## src/rtl/beta_pkg.sv

```systemverilog
// beta_pkg: shared types and constants for the beta data-memory arbiter
package beta_pkg;

    typedef enum logic [1:0] {
        ARB_IDLE,
        ARB_ISSUE,
        ARB_WAIT
    } arb_state_t;

    typedef enum logic [1:0] {
        GNT_NONE,
        GNT_IF,
        GNT_RD,
        GNT_WR
    } arb_grant_t;

    localparam int ARB_TIMEOUT_DEFAULT = 64;

endpackage

```

## src/rtl/beta_arb_prio.sv

```systemverilog
// beta_arb_prio: combinational grant select; round-robin IF/LSU tie-break when BETA_DMEM_ARB_RR_EN is defined
module beta_arb_prio
    import beta_pkg::*;
(
    input  logic       if_req_i,
    input  logic       rd_req_i,
    input  logic       wr_req_i,
    input  logic       ptr_i,
    output arb_grant_t gnt_o
);

    arb_grant_t lsu_gnt;

    // Writes always go ahead of reads so LSU ordering is kept
    always_comb begin
        lsu_gnt = wr_req_i ? GNT_WR : (rd_req_i ? GNT_RD : GNT_NONE);
    end

`ifdef BETA_DMEM_ARB_RR_EN
    // ptr_i=1 hands an IF/LSU tie to the LSU, ptr_i=0 hands it to fetch
    always_comb begin
        gnt_o = (lsu_gnt != GNT_NONE && (ptr_i || !if_req_i)) ? lsu_gnt
              : (if_req_i ? GNT_IF : GNT_NONE);
    end
`else
    logic unused_ptr;
    assign unused_ptr = ptr_i;

    // Fixed priority: any LSU request beats fetch
    always_comb begin
        gnt_o = (lsu_gnt != GNT_NONE) ? lsu_gnt : (if_req_i ? GNT_IF : GNT_NONE);
    end
`endif

endmodule

```

## src/rtl/beta_dmem_arbiter.sv

```systemverilog
// beta_dmem_arbiter: shares one memory port between fetch, LSU read and LSU write (round-robin under BETA_DMEM_ARB_RR_EN)
module beta_dmem_arbiter
    import beta_pkg::*;
#(
    parameter int DataWidth     = 32,
    parameter int AddressWidth  = 32,
    parameter int TimeoutCycles = ARB_TIMEOUT_DEFAULT
) (
    input  logic                      clk_i,
    input  logic                      rstn_i,
    input  logic                      if_req_i,
    input  logic [AddressWidth-1:0]   if_addr_i,
    output logic                      if_ready_o,
    output logic                      if_valid_o,
    output logic [DataWidth-1:0]      if_rdata_o,
    input  logic                      rd_req_i,
    input  logic [AddressWidth-1:0]   rd_addr_i,
    input  logic [DataWidth/8-1:0]    rd_strb_i,
    output logic                      rd_ready_o,
    output logic                      rd_valid_o,
    output logic [DataWidth-1:0]      rd_rdata_o,
    input  logic                      wr_req_i,
    input  logic [AddressWidth-1:0]   wr_addr_i,
    input  logic [DataWidth-1:0]      wr_data_i,
    input  logic [DataWidth/8-1:0]    wr_strb_i,
    output logic                      wr_ready_o,
    output logic                      wr_valid_o,
    output logic                      mem_req_o,
    output logic                      mem_we_o,
    output logic [AddressWidth-1:0]   mem_addr_o,
    output logic [DataWidth-1:0]      mem_wdata_o,
    output logic [DataWidth/8-1:0]    mem_strb_o,
    input  logic                      mem_ready_i,
    input  logic                      mem_valid_i,
    input  logic [DataWidth-1:0]      mem_rdata_i,
    output logic                      arb_err_o
);

    localparam int SW = DataWidth / 8;
    localparam int CW = $clog2(TimeoutCycles + 1);

    arb_state_t              state_q, state_d;
    arb_grant_t              gnt_q, gnt_d, sel;
    arb_grant_t              rsp_q, rsp_d;
    logic                    we_q, we_d;
    logic [AddressWidth-1:0] addr_q, addr_d;
    logic [DataWidth-1:0]    wdata_q, wdata_d;
    logic [SW-1:0]           strb_q, strb_d;
    logic [DataWidth-1:0]    rdata_q, rdata_d;
    logic [CW-1:0]           cnt_q, cnt_d;
    logic                    err_q, err_d;
    logic                    ptr;
    logic                    accept;
    logic                    direct;

    beta_arb_prio u_prio (
        .if_req_i (if_req_i),
        .rd_req_i (rd_req_i),
        .wr_req_i (wr_req_i),
        .ptr_i    (ptr),
        .gnt_o    (sel)
    );

`ifdef BETA_DMEM_ARB_RR_EN
    logic ptr_q, ptr_d;

    // After a grant the other class (IF vs LSU) wins the next tie
    always_comb begin
        ptr_d = ptr_q;
        if (state_q == ARB_IDLE && sel != GNT_NONE) ptr_d = (sel == GNT_IF);
    end

    // Pointer register, reset to favour fetch
    always_ff @(posedge clk_i or negedge rstn_i) begin
        if (!rstn_i) ptr_q <= 1'b0;
        else         ptr_q <= ptr_d;
    end

    assign ptr = ptr_q;
`else
    assign ptr = 1'b0;
`endif

    // Next-state, payload capture, response and timeout logic
    always_comb begin
        state_d = state_q;
        gnt_d   = gnt_q;
        we_d    = we_q;
        addr_d  = addr_q;
        wdata_d = wdata_q;
        strb_d  = strb_q;
        rsp_d   = GNT_NONE;
        rdata_d = '0;
        err_d   = 1'b0;
        cnt_d   = '0;
        case (state_q)
            ARB_IDLE: begin
                if (sel != GNT_NONE) begin
                    state_d = ARB_ISSUE;
                    gnt_d   = sel;
                    we_d    = (sel == GNT_WR);
                    addr_d  = (sel == GNT_WR) ? wr_addr_i : (sel == GNT_RD) ? rd_addr_i : if_addr_i;
                    wdata_d = (sel == GNT_WR) ? wr_data_i : '0;
                    strb_d  = (sel == GNT_WR) ? wr_strb_i : (sel == GNT_RD) ? rd_strb_i : '1;
                end
            end
            ARB_ISSUE: begin
                if (mem_ready_i) state_d = mem_valid_i ? ARB_IDLE : ARB_WAIT;
            end
            ARB_WAIT: begin
                cnt_d = cnt_q + CW'(1);
                if (mem_valid_i) begin
                    state_d = ARB_IDLE;
                    rsp_d   = gnt_q;
                    rdata_d = mem_rdata_i;
                    cnt_d   = '0;
                end else if (cnt_q == CW'(TimeoutCycles - 1)) begin
                    state_d = ARB_IDLE;
                    rsp_d   = gnt_q;
                    err_d   = 1'b1;
                    cnt_d   = '0;
                end
            end
            default: state_d = ARB_IDLE;
        endcase
    end

    // State, payload and registered-response flops
    always_ff @(posedge clk_i or negedge rstn_i) begin
        if (!rstn_i) begin
            state_q <= ARB_IDLE;
            gnt_q   <= GNT_NONE;
            rsp_q   <= GNT_NONE;
            we_q    <= 1'b0;
            addr_q  <= '0;
            wdata_q <= '0;
            strb_q  <= '0;
            rdata_q <= '0;
            cnt_q   <= '0;
            err_q   <= 1'b0;
        end else begin
            state_q <= state_d;
            gnt_q   <= gnt_d;
            rsp_q   <= rsp_d;
            we_q    <= we_d;
            addr_q  <= addr_d;
            wdata_q <= wdata_d;
            strb_q  <= strb_d;
            rdata_q <= rdata_d;
            cnt_q   <= cnt_d;
            err_q   <= err_d;
        end
    end

    assign accept = (state_q == ARB_ISSUE) && mem_ready_i;
    assign direct = accept && mem_valid_i;

    assign mem_req_o   = (state_q == ARB_ISSUE);
    assign mem_we_o    = mem_req_o && we_q;
    assign mem_addr_o  = mem_req_o ? addr_q : '0;
    assign mem_wdata_o = mem_req_o ? wdata_q : '0;
    assign mem_strb_o  = mem_req_o ? strb_q : '0;

    assign if_ready_o = accept && (gnt_q == GNT_IF);
    assign rd_ready_o = accept && (gnt_q == GNT_RD);
    assign wr_ready_o = accept && (gnt_q == GNT_WR);

    // A same-cycle ready+valid completes immediately, so that response bypasses the register
    assign if_valid_o = (rsp_q == GNT_IF) || (direct && gnt_q == GNT_IF);
    assign rd_valid_o = (rsp_q == GNT_RD) || (direct && gnt_q == GNT_RD);
    assign wr_valid_o = (rsp_q == GNT_WR) || (direct && gnt_q == GNT_WR);

    assign if_rdata_o = (rsp_q == GNT_IF) ? rdata_q : (direct && gnt_q == GNT_IF) ? mem_rdata_i : '0;
    assign rd_rdata_o = (rsp_q == GNT_RD) ? rdata_q : (direct && gnt_q == GNT_RD) ? mem_rdata_i : '0;

    assign arb_err_o = err_q;

endmodule

```

## config.mk

```make
export PLATFORM = sky130hd
export DESIGN_NAME = beta_dmem_arbiter
export DESIGN_NICKNAME = d
export VERILOG_FILES = /design/src/rtl/beta_pkg.sv /design/src/rtl/beta_arb_prio.sv /design/src/rtl/beta_dmem_arbiter.sv
export SDC_FILE = /design/constraint.sdc
export NUM_CORES = 1
export LEC_CHECK = 0
export ABC_AREA = 1
export BUFFER_PORTS_ARGS = -buffer_cell sky130_fd_sc_hd__buf_4
export CAP_MARGIN = 10
export CORE_MARGIN = 5
export CORE_UTILIZATION = 43
export CTS_CLUSTER_DIAMETER = 40
export DETAILED_ROUTE_END_ITERATION = 10
export PLACE_DENSITY = 0.85
export SLEW_MARGIN = 15
export SYNTH_ARGS = -nofsm -noshare
export SYNTH_HDL_FRONTEND = slang
export SYNTH_SLANG_ARGS = --single-unit
export TNS_END_PERCENT = 10
```

## constraint.sdc

```tcl
create_clock -name clk_i -period 1.5 [get_ports clk_i]
set_input_delay 0.45 -clock clk_i [delete_from_list [all_inputs] [get_ports clk_i]]
set_output_delay 0.45 -clock clk_i [all_outputs]
set_load 0.05 [all_outputs]
```

==> results, run 1 <==
- The run finished, with violations left.
- The checks that failed: negative setup slack.
- The portion of total power attributed to combinational logic is 57.0%.
- For this run, design rule violations remaining after detail routing come to 0.
- The launching instance or port of the critical path is gnt_q[1]$_DFFE_PN0P_.
- The count of buffers inserted at the top-level ports is 315.
- Setup slack on the critical path of the routed design comes to -0.800 ns.
- The maximum operating frequency is 435 MHz.
- The total area inside the core boundary comes to approximately 16000 um2.
- The gate count after technology mapping is 1025.
- For the worst setup path, the data arrival time is 1.85 ns.
- The stage delay of the slowest cell on the critical path is 0.42 ns.
- The HPWL after detailed placement is 18200 um.
- Averaged over all synthesized cells, the footprint is 6.64 um2.
- The tightest hold path in the finished design has a slack of 0.277 ns.
- The summed area of non-filler cells in the final layout is around 12000 um2.
- The initial antenna violation count came to 2.
- The startpoint type of the worst setup path is a flip-flop.
- The kind of end point of the critical path is an output port.
- The routed wirelength normalized by instance count is a little under 20 um.
- The clock transition time at the flip-flop clock pins of the worst setup and hold paths is 0.06 ns.
- The starting density of the core is 43.3%.
- The Yosys warning count is 0.
- The final estimated routing congestion in global placement is between 0.8 and 0.9.
- The type of the most critical hold path is primary input to flip-flop.
- Sequential elements use 42.3% of the synthesized area.
- The switching fraction of total power is 45.6%.
- The worst-case IR drop observed on VDD is roughly 1500 uV.
- After floorplanning, the core was divided into 46 placement rows.
- From synthesis to final layout, the design area changed by 77.7%.
- The number of nets in the finished design is 1574.
- The count of pins over their slew limit is 0.
- The worst-case headroom to the max-slew limit is between 70% and 80%.
- The routed via count divided by cell count is 5.42.
- The number of global-route vias before repair is 8579.
- The count of routing violations after the opening detailed-route iteration is 788.
- The register-to-register path setup slack is -0.18 ns.
- The global-route wire length before repair is 42100 um.
- Counting flops with a built-in enable in the synthesized netlist gives 0.
- The clock root buffer is sky130_fd_sc_hd__clkbuf_16.
- For the pin with the worst max-slew slack, the measured transition is between 0.3 and 0.4 ns.
- The number of max-capacitance violations reported is 0.
- The total negative slack is -95.62 ns.
- The post-route fraction of the period consumed by the critical path is 153%.
- The largest buffer count on any clock path is 2.
- Power spread over the standard cell area amounts to 1720 nW/um2.
- The share of total power dissipated in the clock network is 21.0%.
- The worst setup path is of the flip-flop to output port kind.
- The synthesized design devotes to its leading area cell type 42.3% of total area.
- Sequential cells account for 21.9% of the total power.
- The total overflow left after global routing is 0.
- The post-synthesis cell type count is 30.
- The cell type of the slowest stage on the worst timing path is sky130_fd_sc_hd__dfrtp_1.
- The global routing usage summed across all routing layers is 29.0%.
- The commonest cells after synthesis are sky130_fd_sc_hd__nand2_1, sky130_fd_sc_hd__nand3_1, sky130_fd_sc_hd__nor2_1.
- The most used flip-flop cell after synthesis is sky130_fd_sc_hd__dfrtp_1.
- The startpoint of the worst hold path is wr_data_i[14].
- The number of nets in the synthesized netlist is 1201.
- The number of endpoints failing setup at the final stage is 212.
- After synthesis, the cell types taking the most area are sky130_fd_sc_hd__dfrtp_1, sky130_fd_sc_hd__nand2_1, sky130_fd_sc_hd__nand3_1.
- Setup repair after global routing could not meet its margin everywhere.
- The routed layout has between 8000 and 9000 vias.
- The startpoint of the worst register-to-register path is state_q[0]$_DFFE_PN0P_.
- The count of state elements after synthesis is about 120.
- The area of the mapped netlist is 6810 um2.
- Grouping stages by cell kind, the critical path spends the most delay in buffers and inverters.
- The insertion delay of the later-clocked pin in the worst-skew pair is 0.41 ns.
- The cell area after placement is 10000 um2.
- Yosys instantiated no cell more often than sky130_fd_sc_hd__nand2_1.
- The final critical delay including setup and external delays is 2.30 ns.
- The number of hold-slack violations in the final timing report is 0.
- The CTS buffer count is 17.
- Across the routed clock network, the largest skew measured is about 0.01 ns.
- The first-pass iteration count of the detailed router is 6.
- Walking the worst path, the cells encountered are inv_2 -> nand2_4 -> nor2_4 -> buf_6 -> clkbuf_16 -> nand3_1 -> nand2_1 -> buf_6.
- The final layout contains routed wiring with a total length of 31700 um.
- Entering global routing, the biggest net connects 62 pins.
- For this design the static power due to leakage is approximately 0.0064 uW.
- The cell type with the highest occurrence count on the critical path is sky130_fd_sc_hd__buf_6.
- In this run the count of I/O pins placed on the die edge is 316.
- Clock tree synthesis found a total of 115 sinks.
- From left edge to right edge, the die measures 136 um.
- Data on the critical path is required at its endpoint by 1.05 ns.
- Together, buffers and inverters on the worst path number 4.
- Along the worst path, the maximum fanout reaches 6.
- In this run the number of H-tree levels came out at 4.
- The fraction of registers with async set or reset after synthesis is 100%.
- The die covers 18400 um2.
- The net switching power of the design is 9470 uW.
- Internal power comes to 11300 uW.
- The vertical die dimension is between 100 and 150 um.
- The synthesized design spends more area on one cell type than any other, namely sky130_fd_sc_hd__dfrtp_1.
- The post-detailed-route count of antenna-violating nets is 0.
- The post-route netlist has 41.8% of its cells at a drive strength greater than 1.
- The filler cell count is between 1000 and 1500.
- The TritonCTS clock tree is done.
cell families (layout without fill, tap and decap cells):
| family | count (synthesis) | in the layout | share of synthesized area (%) |
|---|---|---|---|
| AND/OR/NAND/NOR | 671 | 671 | 41.8 |
| buffers and inverters | 186 | 572 | 11.4 |
| flip-flops | 115 | 115 | 42.3 |
| AO/OA/AOI/OAI | 50 | 50 | 4.04 |
| XOR/XNOR | 2 | 2 | 0.257 |
| adder cells (fa/ha/maj) | 1 | 1 | 0.184 |
| other | 0 | 2 | 0 |
repair_timing:
item / 4_1_cts / 5_1_grt
setup buffers: 14 / 6
hold endpoints to repair: 10 / 0
setup endpoints to repair: 201 / 216
gates resized for setup: 158 / 128
hold buffers: 1 / 0
cloned: 5 / 7
pin swaps: 7 / 54
placed cells by master (no fill, tap or decap), drive strengths merged, types with 2 or more instances in the layout:
cell type / netlist / final
buf: 38 / 413
bufinv: 0 / 4
nand3: 166 / 166
inv: 118 / 120
diode: 0 / 2
a21oi: 4 / 4
clkinv: 2 / 4
dfrtp: 115 / 115
or2: 32 / 32
clkbuf: 28 / 29
nor2: 154 / 154
nand2: 309 / 309
o21ai: 45 / 45
nor3: 9 / 9
worst register-to-register path, cell delays in order (launching register included):
cell and delay, ns:
sky130_fd_sc_hd__dfrtp_2 0.45, sky130_fd_sc_hd__buf_4 0.18, sky130_fd_sc_hd__buf_4 0.16, sky130_fd_sc_hd__inv_2 0.05, sky130_fd_sc_hd__nand2_2 0.08, sky130_fd_sc_hd__a21oi_4 0.19
sky130_fd_sc_hd__buf_12 0.26, sky130_fd_sc_hd__nand3_1 0.16, sky130_fd_sc_hd__nand2_1 0.09
final timing paths:
| check | cells past startpoint | endpoint |
|---|---|---|
| setup / recovery | 8 | if_rdata_o[2] |
| hold / removal | 3 | wdata_q[14]$_DFFE_PN0P_ |
| setup reg to reg | 8 | addr_q[4]$_DFFE_PN0P_ |
| hold reg to reg | 2 | addr_q[26]$_DFFE_PN0P_ |
| max in group asynchronous | 3 | state_q[0]$_DFFE_PN0P_ |
| min in group asynchronous | 2 | rdata_q[7]$_DFF_PN0_ |
area by class of cell:
| class | instances | area [um2] | share of cell area (%) |
|---|---|---|---|
| antenna | 2 | 5.00 | 0.0414 |
| multi-input combinational | 724 | 3600 | 29.7 |
| sequential | 115 | 2880 | 23.8 |
| inverter | 120 | 460 | 3.81 |
| tap | 216 | 270 | 2.23 |
| clock buffer | 23 | 478 | 3.95 |
| clock inverter | 9 | 151 | 1.25 |
| timing repair buffer | 420 | 4260 | 35.2 |
flip-flops by register name, indices dropped and copies added (netlist names):
| register | count |
|---|---|
| wdata_q | 32 |
| state_q | 2 |
| cnt_q | 7 |
| rsp_q | 2 |
| addr_q | 32 |
| we_q | 1 |
| rdata_q | 32 |
| arb_err_o | 1 |
| strb_q | 4 |
| gnt_q | 2 |
power groups by stage:
stage	Sequential, uW	Combinational, uW	Clock [uW]
detailed placement	4510	9820	0
floorplan	4390	6350	0
CTS	4500	10800	4370
global placement	4470	9640	0
global route	4650	12500	4540
finish	4550	11800	4360
through the flow:
stage	worst slack [ns]	util (%)	power [uW]	cells
after floorplan	-0.510	-	10700	1025
after global placement	-0.308	63.8	14100	1562
after detailed placement	-0.339	63.8	14300	1562
after CTS	-0.658	73.0	19700	1614
after global routing	-0.872	77.0	21700	1629
final	-0.800	77.0	20800	1629
routing by layer:
layer / share of wire (%) / up-vias / GRT usage, %
met5: 0 / - / 0
met2: 47 / 650 / 49.8
met1: 32 / 4025 / 31.1
li1: - / 3907 / -
met3: 11 / 246 / 8.59
met4: 9.6 / 0 / 18.9
(Power assumes the default switching activity.)
==> run 2: changes to the inputs <==
==> constraint.sdc (replaced) <==
create_clock -name clk_i -period 1.5 [get_ports clk_i]
set_input_delay 0.15 -clock clk_i [delete_from_list [all_inputs] [get_ports clk_i]]
set_output_delay 0.15 -clock clk_i [all_outputs]
set_load 0.05 [all_outputs]
==> results, run 2 (synthesized netlist as in run 1, its figures left out) <==
- The end of the worst register-to-register path is addr_q[27]$_DFFE_PN0P_.
- The number of nets in the finished design is 1557.
- Setup slack on the critical path of the routed design comes to -0.477 ns.
- After layout, the worst path uses 132% of the clock period.
- The library cell used most frequently in the layout, excluding fill and tap cells, is sky130_fd_sc_hd__nand2_1.
- The critical path class is flip-flop to output port.
- TritonCTS built the clock tree.
- Setup violations remaining at the end of the flow were counted as 186.
- The peak supply drop is between 1500 and 2000 uV.
- The run finished, with violations left.
- Relative to the synthesized area, the layout overhead comes to 70.8%.
- The clock root buffer is sky130_fd_sc_hd__clkbuf_16.
- The die covers 18400 um2.
- The placed wire-length estimate is around 18000 um.
- The checks that failed: negative setup slack.
- The first global-routing pass estimated 42000 um of wire.
- In this run the worst path has a maximum fanout of 9.
- Cells fill between 70% and 80% of the core in the end.
- Of the cells placed in the final design, the portion with a size suffix greater than 1 is around two fifths.
- Excluding fillers, the count of instances in the completed layout stands at 1611.
- The startpoint type of the worst setup path is a flip-flop.
- The number of hold-slack violations in the final timing report is 0.
- The width of the die is 136 um.
- The starting density of the core is 43.3%.
- The startpoint of the worst register-to-register path is state_q[0]$_DFFE_PN0P_.
- For this design the static power due to leakage is about 0.006 uW.
- The core region is 15700 um2.
- The hold path endpoint is rdata_q[20]$_DFF_PN0_.
- In this run the register-to-register setup slack is -0.09 ns.
- In the final layout, the multi-input gates occupy 3480 um2.
- The power per cell area is ~1700 nW/um2.
- The number of placed I/O pins is 316.
- The aggregate global routing overflow is 0.
- The final estimated routing congestion in global placement is 0.892.
- The insertion delay of the later-clocked pin in the worst-skew pair is 0.41 ns.
- The total power of the final layout is approximately 20000 uW.
- The total DRC errors in the routed layout is 0.
- After detailed placement, the design holds a cell count of 1524.
- The final wirelength is roughly 30000 um.
- The clock transition time at the flip-flop clock pins of the worst setup and hold paths is 0.05 ns.
- After detailed routing, the number of vias per cell comes to 5.32.
- The worst-case headroom to the max-slew limit is 70.9%.
- STA puts the critical path data required time at 1.35 ns.
- The worst hold path begins at mem_rdata_i[20].
- The number of global-route vias before repair is approximately 8300.
- No sink is reached through more buffers than the 2 on the longest clock path.
- Before CTS, the worst setup slack after placement is -0.0968 ns.
- The type of the most critical hold path is primary input to flip-flop.
- The clock net sink count is 115.
- The number of max-capacitance violations reported is 0.
- The final critical delay including setup and external delays is a little under 2 ns.
- The filler cell count is a little over 1000.
- In this run the remaining antenna-violating nets after routing total 0.
- Leaving out fill and tap cells, the most frequent cells in the layout are sky130_fd_sc_hd__nand2_1, sky130_fd_sc_hd__buf_4, sky130_fd_sc_hd__nand3_1, sky130_fd_sc_hd__buf_6, sky130_fd_sc_hd__dfrtp_1.
- In the final layout, the registers with the most flip-flops are addr_q: 32 flops, rdata_q: 32 flops, wdata_q: 32 flops.
- The first routing iteration left 705 violations.
- The H-tree depth is 4.
- Entering global routing, the biggest net connects 58 pins.
- After detailed routing, the average wire length per cell comes to between 15 and 20 um.
- The count of buffers added on input and output ports is 315.
- The first detailed-routing pass took 6 iterations.
- Setup repair after global routing could not meet its margin everywhere.
- The number of cells traversed by the worst hold path is 3.
- The number of cells on the worst reg-to-reg path is 8.
- The CTS buffer count is 17.
- The initial antenna violation count is 2.
- On the final layout, the worst clock skew is approximately 0.01 ns.
- The floorplan has 46 rows.
- The sequential cell area is ~2900 um2.
- In the global route stage, overall resource usage came out at 29.1%.
- The worst setup path is captured at an output port.
- For the worst setup path, the data arrival time is about 1.8 ns.
- The routed layout has 8578 vias.
- The maximum operating frequency is 506 MHz.
- The vertical die dimension is 136 um.
- The count of pins over their slew limit is 0.
- The transition time of the tightest slew-check pin is 0.437 ns.
## run 2: layer usage
layer  vias up  track usage, %  wire length (um)
met2       589            49.8             14800
met5         -               0                 0
met1      3982            32.2             10100
met3       147            8.14              2790
li1       3860               -                 -
met4         0            17.2              1900
## run 2: critical path, cell delays in order, from the launching register on
cell	delay [ns]
sky130_fd_sc_hd__dfrtp_1	0.41
sky130_fd_sc_hd__inv_2	0.08
sky130_fd_sc_hd__nand2_2	0.08
sky130_fd_sc_hd__nor2_4	0.19
sky130_fd_sc_hd__buf_6	0.13
sky130_fd_sc_hd__buf_12	0.12
sky130_fd_sc_hd__nand3_1	0.10
sky130_fd_sc_hd__nand2_2	0.14
sky130_fd_sc_hd__buf_8	0.16
## run 2: how the worst max path moves through the flow
| stage | from | to | slack (ns) | cells after the start |
|---|---|---|---|---|
| 4_1_cts | gnt_q[0]$_DFFE_PN0P_ | rd_rdata_o[26] | -0.40 | 8 |
| 5_1_grt | gnt_q[0]$_DFFE_PN0P_ | rd_rdata_o[12] | -0.53 | 8 |
| 3_5_place_dp | rsp_q[1]$_DFF_PN0_ | rd_rdata_o[29] | -0.1 | 6 |
| 6_report | gnt_q[0]$_DFFE_PN0P_ | rd_rdata_o[12] | -0.48 | 8 |
| 3_3_place_gp | rsp_q[1]$_DFF_PN0_ | rd_rdata_o[25] | -0.03 | 6 |
| 2_1_floorplan | state_q[1]$_DFFE_PN0P_ | mem_strb_o[0] | -0.22 | 5 |
## run 2: through the flow
stage	instance area (um2)	TNS [ns]	hold slack, ns
final	11600	-44.70	0.0148
after global routing	11600	-57.18	0.0149
after CTS	11100	-47.14	0.000503
after detailed placement	9580	-0.734	0.0964
after global placement	9580	-0.261	0.0989
after floorplan	6820	-18.56	-0.146
## run 2: timing repair
| item | CTS | global route |
|---|---|---|
| gates cloned | 3 | 4 |
| hold buffers | 32 | 0 |
| endpoints found under the hold margin | 54 | 0 |
| resized for setup | 153 | 156 |
| setup buffers | 4 | 13 |
| setup endpoints to repair | 140 | 206 |
| pin swaps | 2 | 12 |
## run 2: final cells by class
type,instances,share of cell area (%)
timing repair buffer,403,34.6
multi-input combinational,724,29.9
sequential,115,24.7
clock buffer,26,4.21
inverter,120,3.94
tap,216,2.32
clock inverter,5,0.237
antenna,2,0.0430
## run 2: power breakdown
| part | internal, uW | switching, uW | leakage, uW | total, uW |
|---|---|---|---|---|
| logic | 4170 | 7510 | 0.00436 | 11700 |
| registers | 4050 | 515 | 0.00150 | 4560 |
| clock network | 2220 | 1370 | 0.000254 | 3590 |
